### config.mk
export PLATFORM = sky130hd
export DESIGN_NAME = tdm_slot_dispatch
export DESIGN_NICKNAME = d
export VERILOG_FILES = /design/src/rtl/tdm_slot_dispatch.sv
export SDC_FILE = /design/constraint.sdc
export NUM_CORES = 1
export LEC_CHECK = 0
export BUFFER_PORTS_ARGS = -buffer_cell sky130_fd_sc_hd__buf_4
export CORE_MARGIN = 2
export CORE_UTILIZATION = 55
export DETAILED_ROUTE_END_ITERATION = 8
export GPL_TIMING_DRIVEN = 0
export PLACE_DENSITY = 0.73
export SYNTH_ARGS = -nofsm -noshare
export SYNTH_HDL_FRONTEND = slang
export SYNTH_SLANG_ARGS = --single-unit
### constraint.sdc
create_clock -name clk -period 5.1 [get_ports clk]
set_input_delay 0.51 -clock clk [delete_from_list [all_inputs] [get_ports clk]]
set_output_delay 0.51 -clock clk [all_outputs]
set_load 0.005 [all_outputs]
### src/rtl/tdm_slot_dispatch.sv
// TDM slot demux and per-channel word packer with a serial return-path mux.
// Define TDM_PROTO_CHECK_EN to enable per-channel sop/eop protocol checking and err_cnt.
module tdm_slot_dispatch #(
    parameter int DATA_WIDTH = 8,
    parameter int NUM_PORTS  = 10,
    parameter int WORD_BEATS = 4,
    localparam int SLOT_W    = $clog2(NUM_PORTS),
    localparam int CNT_W     = $clog2(WORD_BEATS + 1)
) (
    input  logic                                       clk,
    input  logic                                       rst,
    input  logic                                       in_valid,
    input  logic                                       in_sop,
    input  logic                                       in_eop,
    input  logic [DATA_WIDTH-1:0]                      in_data,
    output logic [SLOT_W-1:0]                          slot,
    output logic                                       frame_start,
    output logic [NUM_PORTS-1:0]                       ch_wr,
    output logic [NUM_PORTS-1:0]                       ch_sop,
    output logic [NUM_PORTS-1:0]                       ch_eop,
    output logic [NUM_PORTS*CNT_W-1:0]                 ch_bcnt,
    output logic [NUM_PORTS*WORD_BEATS*DATA_WIDTH-1:0] ch_data,
    input  logic [NUM_PORTS-1:0]                       ret_valid,
    input  logic [NUM_PORTS*DATA_WIDTH-1:0]            ret_data,
    output logic                                       out_valid,
    output logic [DATA_WIDTH-1:0]                      out_data,
    output logic [15:0]                                err_cnt
);

    localparam int WORD_W = WORD_BEATS * DATA_WIDTH;

    logic [CNT_W-1:0]  bc_q       [NUM_PORTS];
    logic [WORD_W-1:0] buf_q      [NUM_PORTS];
    logic              sop_seen_q [NUM_PORTS];
    logic [CNT_W-1:0]  bcnt_q     [NUM_PORTS];
    logic [WORD_W-1:0] data_q     [NUM_PORTS];

    logic [CNT_W-1:0]  lane;
    logic [CNT_W-1:0]  cnt_d;
    logic [WORD_W-1:0] word_d;
    logic              sop_d;
    logic              beat_take;
    logic              word_done;

    assign frame_start = (slot == '0);

`ifdef TDM_PROTO_CHECK_EN
    typedef enum logic {ST_IDLE, ST_PKT} pkt_state_e;

    pkt_state_e state_q [NUM_PORTS];
    pkt_state_e state_d [NUM_PORTS];
    logic       err_inc;

    always_ff @(posedge clk) begin
        if (rst) begin
            for (int i = 0; i < NUM_PORTS; i++) begin
                state_q[i] <= ST_IDLE;
            end
        end else begin
            for (int i = 0; i < NUM_PORTS; i++) begin
                state_q[i] <= state_d[i];
            end
        end
    end

    // A lone sop+eop beat is a whole packet, so the channel never leaves IDLE for it.
    always_comb begin
        for (int i = 0; i < NUM_PORTS; i++) begin
            state_d[i] = state_q[i];
        end
        if (in_valid) begin
            case (state_q[slot])
                ST_IDLE: if (in_sop && !in_eop) state_d[slot] = ST_PKT;
                ST_PKT:  if (in_eop) state_d[slot] = ST_IDLE;
                default: state_d[slot] = ST_IDLE;
            endcase
        end
    end

    always_comb begin
        beat_take = 1'b0;
        err_inc   = 1'b0;
        if (in_valid) begin
            case (state_q[slot])
                ST_IDLE: begin
                    beat_take = in_sop;
                    err_inc   = !in_sop;
                end
                ST_PKT: begin
                    beat_take = 1'b1;
                    err_inc   = in_sop;
                end
                default: begin
                    beat_take = 1'b0;
                    err_inc   = 1'b0;
                end
            endcase
        end
    end

    always_ff @(posedge clk) begin
        if (rst) begin
            err_cnt <= '0;
        end else if (err_inc && err_cnt != 16'hFFFF) begin
            err_cnt <= err_cnt + 16'd1;
        end
    end
`else
    assign beat_take = in_valid;
    assign err_cnt   = '0;
`endif

    // A sop beat restarts the word at lane 0 on an empty buffer, dropping any partial word.
    always_comb begin
        lane      = in_sop ? '0 : bc_q[slot];
        word_d    = in_sop ? '0 : buf_q[slot];
        word_d[int'(lane)*DATA_WIDTH +: DATA_WIDTH] = in_data;
        cnt_d     = lane + CNT_W'(1);
        sop_d     = in_sop | sop_seen_q[slot];
        word_done = beat_take & (in_eop | (cnt_d == CNT_W'(WORD_BEATS)));
    end

    always_ff @(posedge clk) begin
        if (rst) begin
            slot      <= '0;
            ch_wr     <= '0;
            ch_sop    <= '0;
            ch_eop    <= '0;
            out_valid <= 1'b0;
            out_data  <= '0;
            for (int i = 0; i < NUM_PORTS; i++) begin
                bc_q[i]       <= '0;
                buf_q[i]      <= '0;
                sop_seen_q[i] <= 1'b0;
                bcnt_q[i]     <= '0;
                data_q[i]     <= '0;
            end
        end else begin
            slot      <= (slot == SLOT_W'(NUM_PORTS - 1)) ? '0 : slot + SLOT_W'(1);
            ch_wr     <= '0;
            out_valid <= ret_valid[slot];
            out_data  <= ret_valid[slot] ? ret_data[int'(slot)*DATA_WIDTH +: DATA_WIDTH] : '0;
            if (word_done) begin
                ch_wr[slot]      <= 1'b1;
                ch_sop[slot]     <= sop_d;
                ch_eop[slot]     <= in_eop;
                bcnt_q[slot]     <= cnt_d;
                data_q[slot]     <= word_d;
                bc_q[slot]       <= '0;
                buf_q[slot]      <= '0;
                sop_seen_q[slot] <= 1'b0;
            end else if (beat_take) begin
                bc_q[slot]       <= cnt_d;
                buf_q[slot]      <= word_d;
                sop_seen_q[slot] <= sop_d;
            end
        end
    end

    for (genvar g = 0; g < NUM_PORTS; g++) begin : g_flat
        assign ch_bcnt[g*CNT_W +: CNT_W]   = bcnt_q[g];
        assign ch_data[g*WORD_W +: WORD_W] = data_q[g];
    end

endmodule

==> impl_results.md, run 1 <==
- Setup WS post-layout: about 0.073 ns
- Post-Place Worst Slack: -1.10 ns
- Mean post-synth cell area: 16.2 sq um
- Final Slew Violations: 0
- Starting utilization of the core area: 0.553
- Weighted congestion reported at the end of routability-driven placement: a little over 0.9
- Dominant combinational cell family by area after synthesis: multiplexers
- Largest net degree at the start of global routing: 37
- Number of nets in the layout: around 3100
- CTS root buf: sky130_fd_sc_hd__clkbuf_16
- Worst hold-check path type: primary input to flop
- Count of unique library cells instantiated by Yosys: 48
- Power Density: around 370 nW/um^2
- Number of clock buffers inserted by TritonCTS: 96
- Complex-gate fraction of the synthesized area: 0.0188
- Register-to-register setup slack: approximately 0.073 ns
- Required time of the critical path: roughly 5.6 ns
- Initial antenna violation count: 4
- Layout fillers: 4797
- Grt ovf: 0
- Final hold violation count: 0
- Reg-to-Reg End: buf_q[4][25]$_SDFFCE_PN0P_
- CP endpoint: buf_q[4][25]$_SDFFCE_PN0P_
- Die W: approximately 270 microns
- Number of global-route vias before repair: between 20000 and 25000
- Portion of netlist area occupied by mux cells: 0.119
- Detail Route Antenna Nets: 0
- Worst Setup SP: slot[1]$_SDFF_PP0_
- Max-cap viol count: 0
- Number of placement rows: slightly below 100
- Number of cells on the worst hold path: 3
- Chip height: 269 microns
- Register clock-pin slew on the reported worst setup and hold paths: roughly 0.070 ns
- Placed insts: about 3900
- Area share of xor/xnor cells in the synthesized design: 0
- RSZ-0062 raised after global routing: false
- Detailed-route wire length: around 110 mm
- Worst Skew: around 0.027 ns
- Area share of and/or/nand/nor cells after synthesis: 0.0872
- Critical path capture point type: flop
- Sequential area share after synthesis: 0.743
- Wire length of the first global-routing pass: between 150 and 200 mm
- Maximum vdd ir drop: about 290 uV
- Gate count after technology mapping: ~2400
- Source of the worst register-to-register timing path: slot[1]$_SDFF_PP0_
- Area Overhead vs Synth: 22.6%
- Final total negative setup slack: 0 ns
- Most used cells in the layout excluding fill and tap cells: 926 x sky130_fd_sc_hd__edfxtp_1, 726 x sky130_fd_sc_hd__nor2_1, 523 x sky130_fd_sc_hd__buf_4
- Clock tree from TritonCTS: done
- Die Footprint: roughly 72000 sq um
- Drt pass-1 iters: 5
- Average wire length per cell after detail routing: about 27 microns
- Kind of critical path: flop to flop
- CP arrival: approximately 5.5 ns
- DR DRC count: 0
- Fraction of final layout cells with drive strength greater than 1: 0.336
- Clk sinks: just under 1000
- Final Setup Violations: 0
- Dpl hpwl: around 80 mm
- Via count: approximately 24000
- Transition time of the tightest slew-check pin: 1.44 ns
- Total of flip-flops plus latches after synthesis: a little under 1000
- Startpoint kind of the worst setup timing path: flop
- Leading cell type in the layout, fill and taps excluded: sky130_fd_sc_hd__edfxtp_1
- Leakage power of the design: 0.0170 uW
- H-Tree Depth: 3
- Number of violations reported at the end of detailed-routing iteration 0: about 3000
- Standard cell core area: approximately 70000 sq um
- Adder and majority gate portion of the synthesized area: 0.00356
- Hold Startpoint: in_valid
- Critical path fanouts, max: 12
- Clk buf depth: 3
- Ratio of routed vias to standard cells: approximately 6.0
- Final design area excluding fillers: ~47000 sq um
- Normalized max-slew margin: 0.0383
- Worst-Skew Late Latency: 0.65 ns
- Run status: finished, final reports clean
- Netlist area before placement: around 39000 sq um
- Fmax: approximately 200 MHz
- R2R cell count: 16
- Number of top-level pins: roughly 510
- Non-filler instance count after layout: roughly 4000
- Hold buffer count at cts: 0
- Total of buffers placed on input and output ports: 496
- Tcrit/Tclk final: 0.986
- Min Clock Period, post-route: 5.03 ns
- Overall fraction of global-route tracks in use: 0.305
- Cell area after placement: about 44000 sq um
- Warning count from the yosys run: 0
- Antenna cells: 0
power breakdown:
group	leakage [uW]	internal, uW	switching, uW	total [uW]
logic	0.00598	653	1070	1720
registers	0.00950	8940	81.7	9020
clock network	0.00148	3940	2960	6900
per-stage QoR:
stage	power, uW	util	hold WS (ns)
after global placement	10800	0.624	0.459
after global routing	18100	0.678	0.298
after floorplan	10000	-	0.453
final	17600	0.678	0.270
after detailed placement	10900	0.633	0.464
after CTS	17600	0.678	0.234
cell type report:
cell class / count / area [sq um] / area share
Timing Repair Buffer: 522 / 4280 / 0.0905
Clock buffer: 118 / 2550 / 0.0539
Buffer: 219 / 1090 / 0.0231
Tap cell: 940 / 1180 / 0.0249
Inverter: 12 / 45.0 / 0.000952
Sequential cell: 969 / 28700 / 0.606
Clock inverter: 57 / 479 / 0.0101
Multi-Input combinational cell: 1194 / 9030 / 0.191
worst min-delay path by stage:
stage / to
after floorplan: ch_eop[8]$_SDFFE_PP0P_
after global placement: ch_eop[8]$_SDFFE_PP0P_
after detailed placement: ch_eop[8]$_SDFFE_PP0P_
after CTS: ch_wr[9]$_SDFF_PN0_
after global routing: ch_wr[9]$_SDFF_PN0_
final: ch_wr[9]$_SDFF_PN0_
layer usage:
layer / track usage / vias to the layer above / part of all wire
met5: 0 / - / 0.00032
met4: 0.104 / 6 / 0.031
met3: 0.0861 / 221 / 0.12
met2: 0.477 / 1514 / 0.47
met1: 0.418 / 12447 / 0.38
li1: - / 10098 / -
state kept, by name, summed over array words and instances, names as in the netlist:
register    count
bc_q           48
bcnt_q         30
buf_q         512
ch_eop         10
ch_sop         10
ch_wr          10
data_q        320
out_data        8
out_valid       1
slot            4
sop_seen_q     16
repair_timing:
item	4_1_cts	5_1_grt
pin swaps	1	0
hold endpoints to repair	0	0
gates resized for setup	34	3
endpoints found under the setup margin	1181	467
buffers inserted	1	0
logic make-up (layout without fill, tap and decap cells):
kind of cell	Yosys count	in the layout
buffers and inverters	232	928
other	1	16
adders and majority gates	11	11
DFF	969	969
muxes	220	220
and+or+nand+nor	852	852
AOI/OAI and AO/OA	95	95
Yosys cell counts (all sizes together):
cell     number  share of area
a32oi        25         0.0057
buf         134          0.019
a21o          1        0.00019
a41oi         1        0.00023
and3          8         0.0013
inv          12         0.0012
a211oi        1        0.00019
a21oi        25         0.0032
a22oi        18         0.0035
o221ai        2        0.00045
mux2i        19         0.0049
and3b         1        0.00023
a2bb2oi       1        0.00023
o32a          1        0.00026
mux2         11         0.0032
a41o          1        0.00026
o21ai         2        0.00036
nor2b         4        0.00065
conb          1       0.000097
and2          5        0.00081
nand3b        1        0.00019
nor4          1        0.00016
a31o          2        0.00045
or2           3        0.00049
ha           11         0.0036
a22o          2        0.00045
nor3         13         0.0017
nand3        13         0.0017
o21bai        1        0.00019
a2111oi       1        0.00071
nand4         1        0.00016
nand2b       22         0.0036
nor2        733          0.071
a311oi       10         0.0023
or3           1        0.00016
nand2        44         0.0043
clkbuf       86         0.0084
nor3b         2        0.00052
dfxtp        43          0.022
edfxtp      926           0.72
mux4        190           0.11
a31oi         1        0.00016
worst max-delay path, cell delays in order, from the launching register on:
cell	delay [ns]
sky130_fd_sc_hd__dfxtp_1	0.56
sky130_fd_sc_hd__buf_2	0.38
sky130_fd_sc_hd__mux4_2	0.35
sky130_fd_sc_hd__a22oi_1	0.24
sky130_fd_sc_hd__a31o_2	0.26
sky130_fd_sc_hd__inv_1	0.10
sky130_fd_sc_hd__buf_2	0.22
sky130_fd_sc_hd__buf_2	0.25
sky130_fd_sc_hd__buf_2	0.27
sky130_fd_sc_hd__ha_1	0.25
sky130_fd_sc_hd__ha_1	0.21
sky130_fd_sc_hd__or2_2	0.39
sky130_fd_sc_hd__nor2_1	0.20
sky130_fd_sc_hd__buf_2	0.28
sky130_fd_sc_hd__nand3_2	0.30
sky130_fd_sc_hd__clkbuf_1	0.40
sky130_fd_sc_hd__nor2_1	0.20
Note: power is estimated with default switching activity, not from simulation.
==> run 2, diff against run 1 <==
- PLACE_DENSITY: 0.73 -> 0.77
==> impl_results.md, run 2 (synthesis gave the netlist of run 1 again) <==
- Drt pass-1 iters: 5 (unchanged)
- CTS root buf: sky130_fd_sc_hd__clkbuf_16
- Core Util, Final: 0.678 (about the same)
- Detail Route Antenna Nets: 0 (unchanged)
- Transition time of the tightest slew-check pin: 1.41 ns (-0.0341 ns)
- Required time of the critical path: 5.62 ns (+0.03 ns)
- Fmax: 202 MHz (+1.4%)
- Tcrit/Tclk final: 0.972 (-0.0135)
- Ratio of routed vias to standard cells: 6.09 (+1.2%)
- RSZ-0062 raised after global routing: false
- Worst hold-check path type: primary input to flop
- Worst Skew: 0.0287 ns (+0.00121 ns)
- Worst-Skew Late Latency: 0.68 ns (+0.03 ns)
- Starting utilization of the core area: 0.553 (unchanged)
- Number of violations reported at the end of detailed-routing iteration 0: 3570 (+17%)
- CP arrival: 5.47 ns (-0.05 ns)
- Chip height: 269 microns (unchanged)
- Maximum vdd ir drop: 422 uV (+46%)
- Final Slew Violations: 0 (unchanged)
- Regs by FF count: buf_q: 512 flops, data_q: 320 flops, bc_q: 48 flops
- Final Setup Violations: 0 (unchanged)
- Post-Place Worst Slack: -0.920 ns (+0.184 ns)
- Largest net degree at the start of global routing: 37 (unchanged)
- Number of top-level pins: 513 (unchanged)
- Run status: finished, final reports clean
- Clock tree from TritonCTS: done
- Leakage power of the design: 0.0169 uW (about the same)
- Grt ovf: 0 (unchanged)
- Number of clock buffers inserted by TritonCTS: 95 (-1.0%)
- Max reg flops: 512 (unchanged)
- Average wire length per cell after detail routing: 28.0 microns (+1.9%)
- Overall fraction of global-route tracks in use: 0.311 (+0.00547)
- Cell area after placement: 44200 sq um (about the same)
- Kind of critical path: flop to flop
- Number of cells on the worst hold path: 4 (+1)
- Clk buf depth: 3 (unchanged)
- Leading cell type in the layout, fill and taps excluded: sky130_fd_sc_hd__edfxtp_1
- Number of global-route vias before repair: 24675 (+2.4%)
- Max-cap viol count: 0 (unchanged)
- Standard cell core area: 69800 sq um (unchanged)
- Antenna cells: 0 (unchanged)
- Power Density: 371 nW/um^2 (-0.35%)
- Final design area excluding fillers: 47300 sq um (about the same)
- Die W: 269 microns (unchanged)
- Startpoint kind of the worst setup timing path: flop
- Number of nets in the layout: 3129 (+0.032%)
- Number of placement rows: 97 (unchanged)
- Fraction of final layout cells with drive strength greater than 1: 0.339 (+0.00291)
- Dpl hpwl: 79.6 mm (+0.49%)
- Register with the most flip-flops: buf_q
- Placed insts: 3858 (+0.052%)
- H-Tree Depth: 3 (unchanged)
- Via count: 24566 (+1.2%)
- Min Clock Period, post-route: 4.96 ns (-0.0688 ns)
- Normalized max-slew margin: 0.0610 (+0.0227)
- Die Footprint: 72300 sq um (unchanged)
- Wire length of the first global-routing pass: 161 mm (+1.8%)
- Total power of the final layout: 17600 uW (-0.36%)
- Critical path capture point type: flop
- Clk sinks: 969 (unchanged)
- Weighted congestion reported at the end of routability-driven placement: 0.977 (+5.2%)
- Total of buffers placed on input and output ports: 496 (unchanged)
- Initial antenna violation count: 2 (-2)
- Final hold violation count: 0 (unchanged)
- Detailed-route wire length: 113 mm (+1.9%)
- Area Overhead vs Synth: 22.6% (about the same)
- Non-filler instance count after layout: 4031 (unchanged)
- Most used cells in the layout excluding fill and tap cells: 926 x sky130_fd_sc_hd__edfxtp_1, 726 x sky130_fd_sc_hd__nor2_1, 523 x sky130_fd_sc_hd__buf_4
- Critical path fanouts, max: 12 (unchanged)
- Setup WS post-layout: 0.142 ns (+0.0688 ns)
- R2R cell count: 16 (unchanged)
- DR DRC count: 0 (unchanged)
- Layout fillers: 4640 (-3.3%)
- Register clock-pin slew on the reported worst setup and hold paths: 0.06 ns (about the same)
==> run 2: per-stage QoR <==
stage | TNS [ns] | hold WS, ns
6_report | 0 | 0.247
5_1_grt | 0 | 0.253
4_1_cts | 0 | 0.232
3_5_place_dp | -374.62 | 0.463
3_3_place_gp | -822.79 | 0.455
2_1_floorplan | 0 | 0.453
==> run 2: critical path, cell delays in order (launching register included) <==
cell and delay [ns]:
sky130_fd_sc_hd__dfxtp_1 0.55, sky130_fd_sc_hd__buf_2 0.39, sky130_fd_sc_hd__mux4_2 0.36, sky130_fd_sc_hd__a22oi_1 0.20, sky130_fd_sc_hd__a31o_2 0.25, sky130_fd_sc_hd__inv_1 0.11, sky130_fd_sc_hd__buf_2 0.21, sky130_fd_sc_hd__buf_2 0.25
sky130_fd_sc_hd__buf_2 0.27, sky130_fd_sc_hd__ha_1 0.26, sky130_fd_sc_hd__ha_1 0.21, sky130_fd_sc_hd__or2_2 0.39, sky130_fd_sc_hd__nor2_1 0.18, sky130_fd_sc_hd__buf_2 0.28, sky130_fd_sc_hd__nand2_1 0.36, sky130_fd_sc_hd__clkbuf_2 0.38
sky130_fd_sc_hd__nor2_1 0.17
==> run 2: path summary, 6_finish.rpt <==
check / start / end / slack (ns)
max: slot[1]$_SDFF_PP0_ / buf_q[5][20]$_SDFFCE_PN0P_ / 0.14
min: ret_data[78] / out_data[6]$_SDFF_PP0_ / 0.25
max reg2reg: slot[1]$_SDFF_PP0_ / buf_q[5][20]$_SDFFCE_PN0P_ / 0.14
min reg2reg: ch_eop[8]$_SDFFE_PP0P_ / ch_eop[8]$_SDFFE_PP0P_ / 0.47
==> run 2: per-layer routing <==
layer / wire length (microns) / part of all wire / global-route usage
met2: 52400 / 0.46 / 0.479
met4: 4760 / 0.042 / 0.120
met1: 40800 / 0.36 / 0.417
met5: 0 / 0 / 0
met3: 15000 / 0.13 / 0.100
==> run 2: repair_timing <==
action | CTS | global route
hold buffers | 0 | 0
buffers inserted | 0 | 1
pin swaps | 0 | 1
resized for setup | 33 | 14
endpoints found under the setup margin | 1098 | 537
==> run 2: power by group <==
part	switching [uW]	total [uW]	internal (uW)
clock	3060	6820	3760
combinational	1080	1730	656
sequential	84.5	9020	8940
total	4220	17600	13400
==> run 2: cell type report <==
cell class | instances | area, sq um | share of cell area
Clock inverter | 60 | 547 | 0.0116
Inverter | 12 | 45.0 | 0.000952
Buffer | 219 | 1100 | 0.0233
Clock buffer | 113 | 2440 | 0.0517
Multi-Input combinational cell | 1194 | 9020 | 0.191
Tap cell | 940 | 1180 | 0.0249
Timing Repair Buffer | 524 | 4320 | 0.0914
Sequential cell | 969 | 28700 | 0.606
==> run 3, diff against run 2 <==
- ABC_AREA: default -> 1
- CORE_UTILIZATION: 55 -> 43
- PLACE_DENSITY: 0.77 -> default
==> impl_results.md, run 3 <==
- Critical path capture point type: flop
- Area Overhead vs Synth: 23.4%
- Leading cell type in the layout, fill and taps excluded: sky130_fd_sc_hd__nor2_1
- Slowest Stage Delay on Critical Path: 0.66 ns (+0.11 ns)
- Reg-to-Reg End: data_q[8][18]$_SDFFCE_PN0P_
- Number of placement rows: 111 (+14%)
- DR DRC count: 0 (unchanged)
- Register-to-register setup slack: -0.06 ns (-0.20 ns)
- Via count: 30663 (+25%)
- Detailed-route wire length: 153 mm (+35%)
- Power Density: 374 nW/um^2 (+0.76%)
- Mean post-synth cell area: 11.3 sq um (-31%)
- Detail Route Antenna Nets: 0 (unchanged)
- Worst Skew: 0.0599 ns (+0.0312 ns)
- Leading register cell type out of synthesis: sky130_fd_sc_hd__edfxtp_1
- Leakage power of the design: 0.0188 uW (+11%)
- Setup WS post-layout: -0.0551 ns (-0.197 ns)
- CP arrival: 5.57 ns (+0.10 ns)
- Wire length of the first global-routing pass: 211 mm (+31%)
- Number of violations reported at the end of detailed-routing iteration 0: 4394 (+23%)
- CP endpoint: data_q[8][18]$_SDFFCE_PN0P_
- Worst hold-check path type: primary input to flop
- Standard cell core area: 91800 sq um (+32%)
- Netlist area before placement: 39900 sq um (+3.3%)
- Largest net degree at the start of global routing: 36 (-2.7%)
- Count of unique library cells instantiated by Yosys: 33 (-31%)
- Number of clock buffers inserted by TritonCTS: 100 (+5.3%)
- Most used cells in the layout excluding fill and tap cells: 1054 x sky130_fd_sc_hd__nor2_1, 926 x sky130_fd_sc_hd__edfxtp_1, 527 x sky130_fd_sc_hd__buf_4
- Failing checks: setup timing
- Core Util, Final: 0.536 (-0.142)
- Chip height: 309 microns (+15%)
- Worst-Skew Late Latency: 0.70 ns (+0.02 ns)
- Max-cap viol count: 0 (unchanged)
- Critical path's slowest cell: sky130_fd_sc_hd__nand3_1
- Final design area excluding fillers: 49200 sq um (+4.0%)
- Die W: 309 microns (+15%)
- Normalized max-slew margin: 0.166 (+0.105)
- Number of nets in the layout: 4304 (+38%)
- Cell area after placement: 45900 sq um (+3.8%)
- Crit path top cell by count: sky130_fd_sc_hd__nor2_1
- Min Clock Period, post-route: 5.16 ns (+0.197 ns)
- R2R cell count: 17 (+1)
- Kind of critical path: flop to flop
- Gate count after technology mapping: 3543 (+49%)
- Regs by FF count: buf_q: 512 flops, data_q: 320 flops, bc_q: 48 flops
- Fmax: 194 MHz (-3.8%)
- Post-Place Worst Slack: -0.563 ns (+0.357 ns)
- Run status: finished with violations
- Die Footprint: 95200 sq um (+32%)
- H-Tree Depth: 3 (unchanged)
- Source of the worst register-to-register timing path: slot[1]$_SDFF_PP0_
- Worst Setup SP: slot[1]$_SDFF_PP0_
- Clk sinks: 969 (unchanged)
- Final Slew Violations: 0 (unchanged)
- Sequential area share after synthesis: 0.719 (-0.0236)
- Number of global-route vias before repair: 28836 (+17%)
- Largest cells by area after synthesis: sky130_fd_sc_hd__edfxtp_1 70%, sky130_fd_sc_hd__nor2_1 10%, sky130_fd_sc_hd__o21ai_0 3.9%
- Total of buffers placed on input and output ports: 496 (unchanged)
- Drt pass-1 iters: 5 (unchanged)
- CTS root buf: sky130_fd_sc_hd__clkbuf_16
- Tcrit/Tclk final: 1.01 (+0.0387)
- Dpl hpwl: 108 mm (+36%)
- Max reg flops: 512 (unchanged)
- Total of flip-flops plus latches after synthesis: 969 (unchanged)
- Clk buf depth: 3 (unchanged)
- Final Setup Violations: 24 (+24)
- Startpoint kind of the worst setup timing path: flop
- Starting utilization of the core area: 0.434 (-0.119)
- Yosys top cell by area: sky130_fd_sc_hd__edfxtp_1
- Initial antenna violation count: 4 (+2)
- Transition time of the tightest slew-check pin: 1.25 ns (-0.157 ns)
- Clock tree from TritonCTS: done
- Average wire length per cell after detail routing: 27.7 microns (-1.3%)
- Register with the most flip-flops: buf_q
- Register clock-pin slew on the reported worst setup and hold paths: 0.06 ns (about the same)
- Maximum vdd ir drop: 276 uV (-35%)
- Critical path fanouts, max: 24 (+12)
- Final hold violation count: 0 (unchanged)
- Most used standard cell by instance count after synthesis: sky130_fd_sc_hd__nor2_1
- Number of synthesized flops with an enable pin: 926 (unchanged)
- RSZ-0062 raised after global routing: true
- Commonest cells post-synth: 1058 x sky130_fd_sc_hd__nor2_1, 926 x sky130_fd_sc_hd__edfxtp_1, 410 x sky130_fd_sc_hd__nand2_1
- Fraction of final layout cells with drive strength greater than 1: 0.207 (-0.132)
- Warning count from the yosys run: 0 (unchanged)
- Required time of the critical path: 5.51 ns (-0.11 ns)
- Ratio of routed vias to standard cells: 5.56 (-8.7%)
- Final total negative setup slack: -1.06 ns (-1.06 ns)
- Asr flop ratio synth: 0 (unchanged)
- Overall fraction of global-route tracks in use: 0.314 (+0.00258)
- CP cell instances: buf_6 > inv_4 > nand3_1 > nor2_1 > nor2_1 > nand2_1 > nor2_2 > nor2_4 > buf_6 > ha_1 > ha_1 > nor2_1 > inv_1 > nand3_1 > clkbuf_1 > nand2_2 > buf_12
- Share of Yosys cell area claimed by the top area cell type: 0.697 (-0.0229)
- Grt ovf: 0 (unchanged)
- Weighted congestion reported at the end of routability-driven placement: 0.935 (-4.2%)
- Number of top-level pins: 513 (unchanged)
==> run 3: cell types whose count changed in the layout (fill, tap and decap cells not counted), sizes merged, moves of 18 or more <==
cell    before   now
nand2       44   467
buf        658   621
mux4       190     0
nand2b      22     0
nand4        1    24
clkbuf     198   258
o22ai        0   134
a22oi       18     0
nand3       13    49
inv         17   226
mux2i       19     0
a32oi       25     0
nor2       733  1068
o21ai        2   324
==> run 3: report_power, final <==
part           switching, uW  total (uW)  internal [uW]  leakage [uW]
clock network           3160        7310           4150       0.00158
registers               87.4        9040           8960       0.00949
logic                   1470        2060            582       0.00775
==> run 3: worst min-delay path by stage <==
stage | from | endpoint | depth (start not counted)
after floorplan | ch_eop[0]$_SDFFE_PP0P_ | ch_eop[0]$_SDFFE_PP0P_ | 2
after global placement | ch_eop[0]$_SDFFE_PP0P_ | ch_eop[0]$_SDFFE_PP0P_ | 2
after detailed placement | ch_eop[0]$_SDFFE_PP0P_ | ch_eop[0]$_SDFFE_PP0P_ | 2
after CTS | rst | ch_sop[0]$_SDFFE_PP0P_ | 4
after global routing | rst | ch_sop[9]$_SDFFE_PP0P_ | 4
final | rst | ch_sop[9]$_SDFFE_PP0P_ | 4
==> run 3: kinds of logic after synthesis <==
family / count (synthesis) / synth area share
AOI/OAI and AO/OA: 485 / 0.0659
DFF: 969 / 0.719
other: 1 / 0.0000940
and+or+nand+nor: 1632 / 0.163
buffers and inverters: 445 / 0.0481
adders and majority gates: 11 / 0.00345
==> run 3: metrics by stage <==
| step | hold WS [ns] | std cells | power [uW] |
|---|---|---|---|
| final | 0.156 | 5510 | 18400 |
| after global routing | 0.150 | 5510 | 18900 |
| after CTS | 0.121 | 5507 | 18400 |
| after detailed placement | 0.480 | 5329 | 11200 |
| after global placement | 0.478 | 5297 | 11200 |
| after floorplan | 0.477 | 3558 | 10100 |
==> run 3: cell type report <==
class,count,area (sq um)
Sequential cell,969,28700
Multi-Input combinational cell,2144,9480
Tap cell,1243,1560
Buffer,213,1050
Clock buffer,136,2760
Fill cell,8100,42600
Clock inverter,42,485
Antenna cell,1,2.50
Timing Repair Buffer,530,4330
Inverter,232,878
==> run 3: critical path, delay by kind of cell, from the launching register on <==
family	cells	cell delay, ns
buffers and inverters	6	1.56
DFF	1	0.44
and+or+nand+nor	9	2.35
adders and majority gates	2	0.49
==> run 3: routing by layer <==
layer / global-route usage / share of wire / routed length (microns)
met1: 0.407 / 0.38 / 57200
met2: 0.503 / 0.47 / 71200
met3: 0.0726 / 0.11 / 16700
met4: 0.140 / 0.048 / 7340
met5: 0 / 0.00014 / 22
==> run 3: what timing repair did <==
action | in CTS | in global routing
hold buffers | 0 | 0
gates resized for setup | 8 | 2
endpoints found under the hold margin | 0 | 0
endpoints found under the setup margin | 129 | 126
setup buffers | 0 | 2
